**src/rtl/ram_traffic_gen.sv**
```systemverilog
// RAM traffic generator: write burst with a linear data pattern, optional idle gap,
// then a read burst whose returned data is checked through an RD_LAT-deep pipeline.
//
// state   | meaning
// IDLE    | waiting for start
// WRITE   | one write beat per cycle
// GAP     | IDLE_GAP cycles with no strobes
// READ    | one read beat per cycle
// DRAIN   | RD_LAT cycles retiring outstanding compares
// DONE    | one-cycle done pulse
module ram_traffic_gen #(
    parameter int                ADDR_W    = 64,
    parameter int                DATA_W    = 32,
    parameter int                BURST_LEN = 24,
    parameter logic [ADDR_W-1:0] STRIDE    = 4,
    parameter logic [ADDR_W-1:0] WR_BASE   = 0,
    parameter logic [ADDR_W-1:0] RD_BASE   = 512,
    parameter logic [DATA_W-1:0] DATA_SEED = 0,
    parameter logic [DATA_W-1:0] DATA_INC  = 4,
    parameter int                IDLE_GAP  = 5,
    parameter int                RD_LAT    = 1
) (
    input  logic              CLK,
    input  logic              RESET,
    input  logic              start,
    input  logic [1:0]        mode,
    input  logic [DATA_W-1:0] data_in,
    output logic [ADDR_W-1:0] address,
    output logic [DATA_W-1:0] data_out,
    output logic              write,
    output logic              read,
    output logic              busy,
    output logic              done,
    output logic [15:0]       err_count
);

    localparam int BEAT_W  = $clog2(BURST_LEN + 1);
    localparam int TMR_MAX = (IDLE_GAP > RD_LAT) ? IDLE_GAP : RD_LAT;
    localparam int TMR_W   = $clog2(TMR_MAX + 1);
    localparam logic [BEAT_W-1:0] LAST_BEAT = BEAT_W'(BURST_LEN - 1);

    typedef enum logic [2:0] {S_IDLE, S_WRITE, S_GAP, S_READ, S_DRAIN, S_DONE} state_t;

    state_t              state_q, state_d;
    logic [BEAT_W-1:0]   beat_q, beat_d;
    logic [TMR_W-1:0]    tmr_q, tmr_d;
    logic [DATA_W-1:0]   pat_q, pat_d;
    logic [1:0]          mode_q, mode_d;
    logic [ADDR_W-1:0]   address_q, address_d;
    logic [DATA_W-1:0]   data_out_q, data_out_d;
    logic                write_q, write_d, read_q, read_d;
    logic                busy_q, busy_d, done_q, done_d;
    logic [15:0]         err_q, err_d;
    logic [RD_LAT-1:0]   vld_q, vld_d;
    logic [DATA_W-1:0]   cmp_q [RD_LAT];
    logic [DATA_W-1:0]   cmp_d [RD_LAT];
    logic                go_read, rd_from_base;

    always_comb begin
        state_d      = state_q;
        beat_d       = beat_q;
        tmr_d        = tmr_q;
        pat_d        = pat_q;
        mode_d       = mode_q;
        address_d    = address_q;
        data_out_d   = data_out_q;
        write_d      = 1'b0;
        read_d       = 1'b0;
        done_d       = 1'b0;
        err_d        = err_q;
        go_read      = 1'b0;
        rd_from_base = 1'b0;

        // Expected word of the current read beat enters the compare pipeline.
        vld_d[0] = (state_q == S_READ) && mode_q[1];
        cmp_d[0] = pat_q;
        for (int k = 1; k < RD_LAT; k++) begin
            vld_d[k] = vld_q[k-1];
            cmp_d[k] = cmp_q[k-1];
        end
        if (vld_q[RD_LAT-1] && (data_in != cmp_q[RD_LAT-1]) && (err_q != 16'hFFFF))
            err_d = err_q + 16'd1;

        case (state_q)
            S_IDLE: begin
                if (start) begin
                    err_d  = '0;
                    mode_d = mode;
                    if (mode == 2'd1) begin
                        go_read      = 1'b1;
                        rd_from_base = 1'b1;
                    end else begin
                        state_d    = S_WRITE;
                        beat_d     = '0;
                        pat_d      = DATA_SEED;
                        write_d    = 1'b1;
                        address_d  = WR_BASE;
                        data_out_d = DATA_SEED;
                    end
                end
            end
            S_WRITE: begin
                if (beat_q == LAST_BEAT) begin
                    if (mode_q == 2'd0) begin
                        state_d = S_DONE;
                        done_d  = 1'b1;
                    end else if (IDLE_GAP > 0) begin
                        state_d = S_GAP;
                        tmr_d   = TMR_W'(IDLE_GAP - 1);
                    end else begin
                        go_read = 1'b1;
                    end
                end else begin
                    beat_d     = beat_q + BEAT_W'(1);
                    pat_d      = pat_q + DATA_INC;
                    address_d  = address_q + STRIDE;
                    data_out_d = pat_q + DATA_INC;
                    write_d    = 1'b1;
                end
            end
            S_GAP: begin
                if (tmr_q == '0) go_read = 1'b1;
                else             tmr_d   = tmr_q - TMR_W'(1);
            end
            S_READ: begin
                if (beat_q == LAST_BEAT) begin
                    state_d = S_DRAIN;
                    tmr_d   = TMR_W'(RD_LAT - 1);
                end else begin
                    beat_d    = beat_q + BEAT_W'(1);
                    pat_d     = pat_q + DATA_INC;
                    address_d = address_q + STRIDE;
                    read_d    = 1'b1;
                end
            end
            S_DRAIN: begin
                if (tmr_q == '0) begin
                    state_d = S_DONE;
                    done_d  = 1'b1;
                end else begin
                    tmr_d = tmr_q - TMR_W'(1);
                end
            end
            S_DONE:  state_d = S_IDLE;
            default: state_d = S_IDLE;
        endcase

        if (go_read) begin
            state_d    = S_READ;
            beat_d     = '0;
            pat_d      = DATA_SEED;
            read_d     = 1'b1;
            data_out_d = '0;
            address_d  = rd_from_base ? RD_BASE : WR_BASE;
        end
        busy_d = (state_d != S_IDLE);
    end

    always_ff @(posedge CLK) begin
        if (RESET) begin
            state_q    <= S_IDLE;
            beat_q     <= '0;
            tmr_q      <= '0;
            pat_q      <= '0;
            mode_q     <= '0;
            address_q  <= '0;
            data_out_q <= '0;
            write_q    <= 1'b0;
            read_q     <= 1'b0;
            busy_q     <= 1'b0;
            done_q     <= 1'b0;
            err_q      <= '0;
            vld_q      <= '0;
            for (int k = 0; k < RD_LAT; k++) cmp_q[k] <= '0;
        end else begin
            state_q    <= state_d;
            beat_q     <= beat_d;
            tmr_q      <= tmr_d;
            pat_q      <= pat_d;
            mode_q     <= mode_d;
            address_q  <= address_d;
            data_out_q <= data_out_d;
            write_q    <= write_d;
            read_q     <= read_d;
            busy_q     <= busy_d;
            done_q     <= done_d;
            err_q      <= err_d;
            vld_q      <= vld_d;
            for (int k = 0; k < RD_LAT; k++) cmp_q[k] <= cmp_d[k];
        end
    end

    assign address   = address_q;
    assign data_out  = data_out_q;
    assign write     = write_q;
    assign read      = read_q;
    assign busy      = busy_q;
    assign done      = done_q;
    assign err_count = err_q;

endmodule
```
**config.mk**
```make
export PLATFORM = sky130hd
export DESIGN_NAME = ram_traffic_gen
export DESIGN_NICKNAME = d
export VERILOG_FILES = /design/src/rtl/ram_traffic_gen.sv
export SDC_FILE = /design/constraint.sdc
export NUM_CORES = 1
export LEC_CHECK = 0
export ABC_AREA = 1
export BUFFER_PORTS_ARGS = -buffer_cell sky130_fd_sc_hd__buf_2
export CAP_MARGIN = 20
export CORE_AREA = 4 4 148 150
export DETAILED_ROUTE_END_ITERATION = 10
export DIE_AREA = 0 0 152 154
export MAX_ROUTING_LAYER = met4
export PLACE_DENSITY_LB_ADDON = 0.1
export SYNTH_ARGS = -nofsm -noshare
export SYNTH_HDL_FRONTEND = slang
export SYNTH_SLANG_ARGS = --single-unit
```
**constraint.sdc**
```tcl
create_clock -name CLK -period 2.5 [get_ports CLK]
set_input_delay 0.125 -clock CLK [delete_from_list [all_inputs] [get_ports CLK]]
set_output_delay 0.125 -clock CLK [all_outputs]
set_load 0.02 [all_outputs]
```
==> flow_summary_export.csv, run 1 <==
group,metric,value,unit
floorplanning,coreArea,0.02069,mm2
detailed_routing,routed_wl,29420,um
worst_hold_path,hold_path_depth,5,
placed_design,dp.cells,2009,
clock_tree,cts_root_buf,"clkbuf_16",
floorplanning,fp.dieH,154,um
detailed_routing,routed.top_layer,"met4",
detailed_routing,post-route-drc-count,0,
yosys,yosys.cell_types.count,44,
sta,slew_viol_final,0,
worst_hold_path,hold_path.class,"in -> reg",
detailed_routing,wire_per_inst,14.40,um
floorplanning,die_w,152,um
yosys,synth_top_family_by_area,"simple AND/OR/NAND/NOR gates",
floorplanning,die_area,0.02341,mm2
grt,grt_pass1_wl,48090,um
sta,finalSetupViolCount,0,
sta,fin_setup_tns,0,ns
detailed_routing,dr_wl_met2,12790,um
sta,finalHoldViolations,0,
yosys,synth_edf_count,0,
sta,skew,0.01223,ns
critical_path,slowest_delay,0.40,ns
status,status,"completed",
detailed_routing,wl_met3,1708,um
clock_tree,cts_resized,0,
yosys,syn_inst,1609,
critical_path,crit_required,2.84,ns
flow_run,max_cap_violations,0,
yosys,synthMuxAreaShare,0,%
critical_path,critical_path_class,"reg -> reg",
power,vdd_ir_drop_max,0.5388,mV
grt,grt_pass1_vias,9595,
grt,overflow,0,
yosys,synth_area_leader_cell,"dfxtp_1",
floorplanning,initial_core_util,49.20,%
critical_path,cp.arrival,2.59,ns
clock_tree,h-tree-depth,4,
grt,grt_usage,25.33,%
clock_tree,post-cts-setup-buffers,0,
finish,drive_gt1_share,13.29,%
finish,fin_cells,2043,
yosys,yosysMostFrequentCell,"nand2_1",
clock_tree,insertion_delay,0.44,ns
yosys,yosysSeqAreaShare,36.58,%
placed_design,hpwl,22150,um
detailed_routing,met1Wirelength,14680,um
yosys,yosysTopAreaCellShare,36.58,%
grt,grt_max_degree,43,
critical_path,rrSetupSlack,0.25,ns
clock_tree,cts.sinks,186,
sta,fmax,443.5,MHz
yosys,avgSynthCellArea,6.327,um2
sta,finalCritPeriodShare,90.19,%
detailed_routing,drt_pass1_iterations,5,
yosys,synthFlopType,"dfxtp_1",
yosys,synth_area_leaders,"dfxtp_1 37%, nand2_1 16%, nor2_1 9.4%, inv_1 8.0%, a21oi_1 6.3%",
clock_tree,cts_tree,"built",
detailed_routing,vias_per_cell,5.162,
sta,rsz0062_at_grt,"no",
finish,nets,1798,
yosys,synth-simple-area-share,39.39,%
yosys,yosys_warnings,0,
yosys,synth_common_cells,"427 x nand2_1, 255 x nor2_1, 217 x inv_1",
yosys,synth-async-reset-ratio,0,%
critical_path,path_cells,"ha_1 -> nand2_1 -> nor3_2 -> nand3_1 -> inv_1 -> nand2_1 -> nor2_2 -> nand4_1 -> nand2_1 -> nor2_1",
critical_path,r2r.worst_path.cells,10,
yosys,synth_adder_area_share,0.7375,%
critical_path,crit_path_start_kind,"flop",
detailed_routing,drtIter0Drc,950,
detailed_routing,num_vias,10546,
power,p_per_area,646.0,mW/mm2
detailed_routing,route.antenna.remaining_nets,0,
sta,worstMarginPinSlew,0.6385,ns
finish,area_growth,15.56,%
yosys,synth_compound_area_share,9.882,%
power,p_leak,4.839,nW
critical_path,worstPathMaxFanout,10,
placed_design,portBuffers,148,
clock_tree,clockBufferDepth,2,
sta,slew_headroom,57.37,%
clock_tree,cts.clk_slew.worst_paths,0.08,ns
floorplanning,rows,53,
yosys,synth-seq-cells,186,
placed_design,gp_congestion,0.9256,
yosys,synth_xor_area_share,2.753,%
sta,min_period,2.255,ns
critical_path,cp-end-kind,"flop",
critical_path,cpMaxStageDelayCell,"dfxtp_1",
clock_tree,cts_buffers,17,
grt,antenna_found_initial,0,
floorplanning,io_pins,153,
finish,insertedDiodeCount,0,
critical_path,cpMostUsedCell,"nand2_1",
yosys,syn_area,0.01018,mm2
==> kinds of logic after synthesis <==
family,count (synthesis)
buffers and inverters,267
adders and majority gates,6
other,1
xor gates and xnor gates,32
AOI/OAI and AO/OA,192
DFF,186
and+or+nand+nor,925
==> per-stage QoR <==
step                hold WS (ns)  total power [W]  instance area, um2  worst slack [ns]  util (%)
global route              0.2088         0.008004               11760           0.01918     56.86
finish                    0.1926         0.007600               11760            0.2453     56.86
CTS                       0.1805         0.007649               11760            0.3036     56.86
floorplan                 0.2599         0.004553               10190            0.6211         -
detailed placement        0.4354         0.005009               11190            0.3103     54.08
global placement          0.4220         0.004994               11190            0.3523     54.08
==> layout make-up <==
type / instances / area [um2]
flip-flops and latches: 186 / 3724
well taps: 275 / 344.1
clock inverters: 14 / 126.4
multi-input cells: 1159 / 5391
fillers: 2135 / 8926
inverters: 222 / 833.3
clock buffers: 18 / 429.2
repair buffers: 169 / 915.9
==> worst paths after layout <==
check,from,to
worst max-delay path,address[2],address[50]
worst min-delay path,start,beat_q[2]
worst max register to register,address[2],address[50]
worst min register to register,data_out[19],data_out[19]
==> worst max-delay path: cells and delay by family, from the launching register on <==
kind | cells | cell delay, ns
buffers and inverters | 1 | 0.20
AND/OR/NAND/NOR | 8 | 1.36
adder cells (fa/ha/maj) | 1 | 0.19
flip-flops | 1 | 0.40
==> flip-flops by register name (all words and copies together), names as in the netlist <==
name / cells
read: 1
vld_q: 1
address: 62
mode_q: 2
write: 1
done: 1
data_out: 30
err_count: 16
state_q: 3
beat_q: 5
tmr_q: 3
cmp_d: 30
cmp_q: 30
busy: 1
==> cell usage in the layout, fill, tap and decap left out, types with 2 or more instances in the layout <==
cell type,n
a21oi_1,128
a21oi_4,2
a22oi_1,3
a31oi_1,2
buf_2,148
buf_4,18
clkbuf_16,17
clkinvlp_4,2
conb_1,4
dfxtp_1,186
dlygate4sd3_1,2
ha_1,6
inv_1,217
inv_2,5
inv_6,6
inv_8,4
nand2_1,427
nand2_2,6
nand2_4,2
nand3_1,85
nand3_2,2
nand3b_1,10
nand4_1,53
nor2_1,253
nor2_2,7
nor2_4,2
nor3_1,45
nor3_2,4
nor3b_1,2
nor4_1,14
o21a_1,3
o21ai_0,44
o21ai_1,8
or2_2,4
xnor2_1,5
xor2_1,27
==> timing repair <==
action / CTS / global route
hold buffers: 2 / 0
endpoints found under the hold margin: 2 / 0
endpoints found under the setup margin: 0 / 0
==> per-layer routing <==
layer  track usage [%]  vias to the layer above
li1                  -                     5418
met3             4.165                       18
met2             37.87                      337
met5                 -                        -
met1             36.35                     4773
met4             5.180                        0
==> report_power, final <==
group | switching, W | internal [W]
clock network | 0.00132 | 0.00132
logic | 0.00133 | 0.000489
registers | 0.0000795 | 0.00306
total | 0.00273 | 0.00487
Note: power is estimated with default switching activity, not from simulation.
==> inputs of run 2 (changes only) <==
clock period = 2 ns   (was 2.5 ns; I/O delays follow)
==> run 2 against run 1 <==
Against the previous run: global-route usage is 0.97 points higher; flip-flop and latch count is the same; clock power increased by 37%; sequential share of layout area shrank 1.6 points; via count rose by 2.9%; sequential power up 25%; cell area up 5.6%; clock-buffer cell count grew 1; hold slack lost 0.0061 ns; combinational power rose by 46%; utilization rose by 3.2 points; first-iteration DRC count shrank 2.4%.
==> flow_summary_export.csv, run 2 (synthesis results as in run 1) <==
group,metric,value,unit
status,status,"completed",
floorplanning,coreArea,0.02069,mm2
clock_tree,post-cts-setup-buffers,0,
finish,insertedDiodeCount,0,
floorplanning,fp.dieH,154,um
sta,min_period,1.892,ns
detailed_routing,post-route-drc-count,0,
grt,use_met3,4.053,%
finish,mostFrequentLayoutCells,"423 x nand2_1, 241 x nor2_1, 216 x inv_1",
critical_path,path_cells,"ha_4 -> nand2_4 -> nor3_4 -> nand3_2 -> inv_1 -> nand2_1 -> nor2_4 -> nand4_1 -> nand2_1 -> nor2_1",
floorplanning,die_w,152,um
critical_path,slowest_delay,0.38,ns
grt,grt.busiest_layer,"met2",
clock_tree,cts_tree,"built",
critical_path,critPathBufInv,1,
detailed_routing,route.antenna.remaining_nets,0,
detailed_routing,drtIter0Drc,927,
critical_path,critical_path_class,"reg -> reg",
finish,layout_commonest_cell,"nand2_1",
detailed_routing,vias_per_cell,5.184,
critical_path,worstPathMaxFanout,10,
critical_path,critPathCapture,"address[46]",
clock_tree,cts.sinks,186,
detailed_routing,drt_pass1_iterations,5,
critical_path,cpMaxStageDelayCell,"dfxtp_2",
clock_tree,cts_buffers,17,
grt,grt_pass1_wl,49760,um
placed_design,hpwl,23160,um
finish,fill_cells,2064,
grt,grt_usage,26.30,%
clock_tree,cts_root_buf,"clkbuf_16",
placed_design,gp_congestion,0.9757,
critical_path,cp-end-kind,"flop",
grt,grt_max_degree,63,
grt,grt_pass1_vias,9904,
floorplanning,rows,53,
placed_design,portBuffers,148,
grt,antenna_found_initial,0,
sta,finalHoldViolations,0,
clock_tree,h-tree-depth,4,
sta,slew_headroom,63.16,%
power,p_per_area,823.6,mW/mm2
finish,drive_gt1_share,17.22,%
grt,overflow,0,
power,vdd_ir_drop_max,0.5785,mV
critical_path,critical_path_depth,10,
finish,largest_register_ffs,62,
worst_hold_path,hold_path.class,"in -> reg",
finish,multiInputGateArea,0.005510,mm2
critical_path,regToRegStartpoint,"address[3]",
critical_path,cpMostUsedCell,"nand2_1",
sta,slew_viol_final,0,
finish,nets,1848,
detailed_routing,routed_wl,30560,um
clock_tree,cts.clk_slew.worst_paths,0.08,ns
critical_path,crit_path_start_kind,"flop",
critical_path,rrSetupSlack,0.11,ns
sta,finalSetupViolCount,0,
sta,skew,0.01794,ns
finish,area_growth,21.99,%
power,p_leak,5.210,nW
finish,final_util,60.02,%
sta,fmax,528.5,MHz
critical_path,r2r.worst_path.cells,10,
flow_run,max_cap_violations,0,
grt,grtUsageMet1,37.87,%
floorplanning,die_area,0.02341,mm2
detailed_routing,num_vias,10850,
sta,finalCritPeriodShare,94.61,%
floorplanning,io_pins,153,
critical_path,crit_required,2.34,ns
critical_path,crit_family,"simple AND/OR/NAND/NOR gates",
critical_path,cp.arrival,2.23,ns
clock_tree,insertion_delay,0.44,ns
finish,seq_area,0.003735,mm2
detailed_routing,wire_per_inst,14.60,um
critical_path,startpoint,"address[3]",
sta,hold_ws,0.1865,ns
clock_tree,clockBufferDepth,2,
critical_path,r2r_end,"address[46]",
grt,use_met2,39.29,%
floorplanning,initial_core_util,49.20,%
sta,worstMarginPinSlew,0.5520,ns
## run 2: final cells by class
type                    count  area share, %
flip-flops and latches    186          30.08
clock inverters            13          1.441
well taps                 275          2.771
repair buffers            219          11.06
inverters                 222          6.710
clock buffers              19          3.567
multi-input cells        1159          44.37
## run 2: stage by stage
| step | setup TNS [ns] | std cells | total power (W) | setup WS, ns | cell area [um2] |
|---|---|---|---|---|---|
| floorplan | 0 | 1612 | 0.005691 | 0.1211 | 10190 |
| global placement | 0 | 2059 | 0.006528 | 0.08164 | 11640 |
| finish | 0 | 2093 | 0.01023 | 0.1078 | 12420 |
| detailed placement | -0.03939 | 2059 | 0.006564 | -0.02608 | 11640 |
| global route | -0.04512 | 2093 | 0.01071 | -0.02949 | 12420 |
| CTS | 0 | 2093 | 0.01019 | 0.005641 | 12290 |
## run 2: worst reg2reg max path: cells and delay by family (launching register included)
kind                       cells  cell delay, ns
and+or+nand+nor                8            1.14
DFF                            1            0.38
adders and majority gates      1            0.17
buffers and inverters          1            0.11
## run 2: where the power goes
group | internal (W) | leakage [nW] | switching (W)
clock network | 0.00204 | 0.301 | 0.00160
registers | 0.00383 | 1.50 | 0.0000995
logic | 0.000888 | 3.41 | 0.00176
## run 2: worst min-delay path by stage
stage / start / to / slack [ns] / depth (start not counted)
floorplan: mode[0] / mode_q[0] / 0.23 / 2
global placement: mode[0] / mode_q[0] / 0.39 / 3
detailed placement: mode[1] / mode_q[1] / 0.41 / 3
CTS: start / beat_q[0] / 0.17 / 4
global route: start / beat_q[0] / 0.20 / 4
finish: start / beat_q[0] / 0.19 / 4
## run 2: layer usage
layer	vias to the layer above	share of wire (%)
met4	0	1.1
met5	-	0
met1	4945	49
li1	5504	-
met2	366	43
met3	35	6.6
## run 2: timing repair
item                       in CTS  in global routing
hold endpoints to repair        2                  0
setup endpoints to repair       8                 64
pin swaps                       0                  5
resized for setup               2                 43
hold buffers                    2                  0
==> inputs of run 3 (changes only) <==
CTS_BUF_LIST = sky130_fd_sc_hd__clkbuf_4 sky130_fd_sc_hd__clkbuf_8   (was default)
CTS_CLUSTER_DIAMETER = 120   (was default)
==> run 3 against run 2 <==
Against the previous run: cell count did not move; critical path depth unchanged; clock skew up 0.010 ns; largest power group unchanged; total power shrank 8.3%; flip-flop and latch count unchanged; utilization shrank 0.97 points; fmax shrank 2.8%; worst setup slack lost 0.054 ns.
==> flow_summary_export.csv, run 3 (synthesis results as in run 1) <==
group,metric,value,unit
floorplanning,io_pins,153,
critical_path,startpoint,"address[2]",
detailed_routing,num_vias,10800,
detailed_routing,drt_pass1_iterations,6,
finish,insertedDiodeCount,0,
finish,drive_gt1_share,17.27,%
clock_tree,clockBufferDepth,2,
status,status,"completed",
clock_tree,h-tree-depth,4,
floorplanning,die_area,0.02341,mm2
power,finalPower,0.009377,W
grt,grt_pass1_vias,9852,
clock_tree,cts.sinks,186,
critical_path,crit_path_start_kind,"flop",
critical_path,regToRegStartpoint,"address[2]",
worst_hold_path,whs_endpoint,"beat_q[2]",
critical_path,cp-end-kind,"flop",
clock_tree,insertion_delay,0.48,ns
grt,grt_usage,26.04,%
finish,fin_cells,2093,
finish,area_growth,20.02,%
sta,finalSetupViolCount,0,
critical_path,r2r.worst_path.cells,10,
power,intPower,0.006043,W
clock_tree,post-cts-setup-buffers,0,
sta,finalCritPeriodShare,97.32,%
critical_path,r2r_end,"address[46]",
grt,grt_max_degree,63,
finish,layout_commonest_cell,"nand2_1",
grt,antenna_found_initial,0,
sta,skew,0.02815,ns
critical_path,cp.arrival,2.32,ns
power,combPwrFrac,28.0,%
power,p_per_area,767.4,mW/mm2
power,switching_share,35.55,%
finish,largest_register_ffs,62,
critical_path,rrSetupSlack,0.05,ns
placed_design,gp_congestion,0.9757,
sta,worstMarginPinSlew,0.5408,ns
finish,seq_area,0.003736,mm2
power,switchingPower,0.003333,W
critical_path,crit_required,2.38,ns
sta,rsz0062_at_grt,"yes",
floorplanning,coreArea,0.02069,mm2
detailed_routing,vias_per_cell,5.160,
sta,slew_viol_final,0,
floorplanning,die_w,152,um
finish,multiInputGateArea,0.005493,mm2
placed_design,portBuffers,148,
sta,min_period,1.946,ns
placed_design,post-place-ws,-0.02608,ns
power,clockPowerShare,30.1,%
sta,hold_ws,0.1455,ns
floorplanning,rows,53,
worst_hold_path,hold_path_depth,5,
clock_tree,cts_root_buf,"clkbuf_8",
clock_tree,cts_tree,"built",
worst_hold_path,min_from,"start",
sta,timing.final.ws_setup,0.05351,ns
grt,grt_pass1_wl,49460,um
detailed_routing,route.antenna.remaining_nets,0,
grt,overflow,0,
power,vdd_ir_drop_max,0.5036,mV
clock_tree,cts.clk_slew.worst_paths,0.11,ns
floorplanning,initial_core_util,49.20,%
clock_tree,cts_buffers,17,
finish,final_util,59.05,%
floorplanning,fp.dieH,154,um
detailed_routing,drtIter0Drc,957,
critical_path,critical_path_class,"reg -> reg",
sta,slew_headroom,63.44,%
sta,fmax,513.7,MHz
sta,finalHoldViolations,0,
finish,nets,1848,
finish,fill_cells,2091,
power,power_frac_seq,41.9,%
detailed_routing,wire_per_inst,14.46,um
placed_design,hpwl,23160,um
power,p_leak,5.115,nW
detailed_routing,routed_wl,30260,um
placed_design,dp.cells,2059,
worst_hold_path,hold_path.class,"in -> reg",
critical_path,worstPathMaxFanout,10,
finish,mostFrequentLayoutCells,"423 x nand2_1, 241 x nor2_1, 217 x inv_1",
flow_run,max_cap_violations,0,
detailed_routing,post-route-drc-count,0,
-- run 3: changes by cell type in the layout (fill, tap and decap cells not counted), moves of 2 or more --
cell,before,now
o21ai_0,41,43
clkbuf_8,1,18
o21ai_1,11,9
clkbuf_16,17,0
-- run 3: area by class of cell --
type	instances	share of cell area (%)
Clock buffer	19	2.089
Tap cell	275	2.816
Inverter	222	6.820
Sequential cell	186	30.58
Multi-Input combinational cell	1159	44.96
Clock inverter	13	1.464
Timing Repair Buffer	219	11.27
-- run 3: power by group through the flow --
stage | Sequential [W] | Combinational (W) | Clock [W]
2_1_floorplan | 0.00404 | 0.00165 | 0
3_3_place_gp | 0.00400 | 0.00253 | 0
3_5_place_dp | 0.00400 | 0.00256 | 0
4_1_cts | 0.00392 | 0.00258 | 0.00288
5_1_grt | 0.00394 | 0.00289 | 0.00302
6_report | 0.00393 | 0.00263 | 0.00282
-- run 3: timing repair --
item                                   4_1_cts  5_1_grt
endpoints found under the hold margin        2        0
pin swaps                                    0        3
setup endpoints to repair                    8       65
hold buffers                                 2        0
resized for setup                            2       39
-- run 3: worst max path at each step --
stage | to | slack, ns | cells after the start
global placement | address[46] | 0.08 | 9
finish | address[46] | 0.05 | 10
CTS | address[48] | 0.004 | 10
floorplan | address[56] | 0.12 | 13
global route | address[56] | -0.06 | 10
detailed placement | address[46] | -0.03 | 10
-- run 3: critical path: stages (launching register included) --
cell     delay (ns)
dfxtp_4        0.38
ha_2           0.19
nand2_2        0.11
nor3_4         0.25
nand3_2        0.16
inv_1          0.11
nand2_1        0.15
nor2_4         0.27
nand4_1        0.12
nand2_1        0.08
nor2_1         0.03
-- run 3: stage by stage --
step                TNS [ns]  cell area (um2)
global route         -0.3463            12220
global placement           0            11640
floorplan                  0            10190
CTS                        0            12100
finish                     0            12220
detailed placement  -0.03939            11640
-- run 3: layer usage --
layer,vias to the layer above,global-route usage (%),share of wire (%)
met1,4911,37.73,49
met4,0,5.779,1.1
met3,28,3.349,6.6
met5,-,-,0
li1,5503,-,-
met2,358,38.97,43
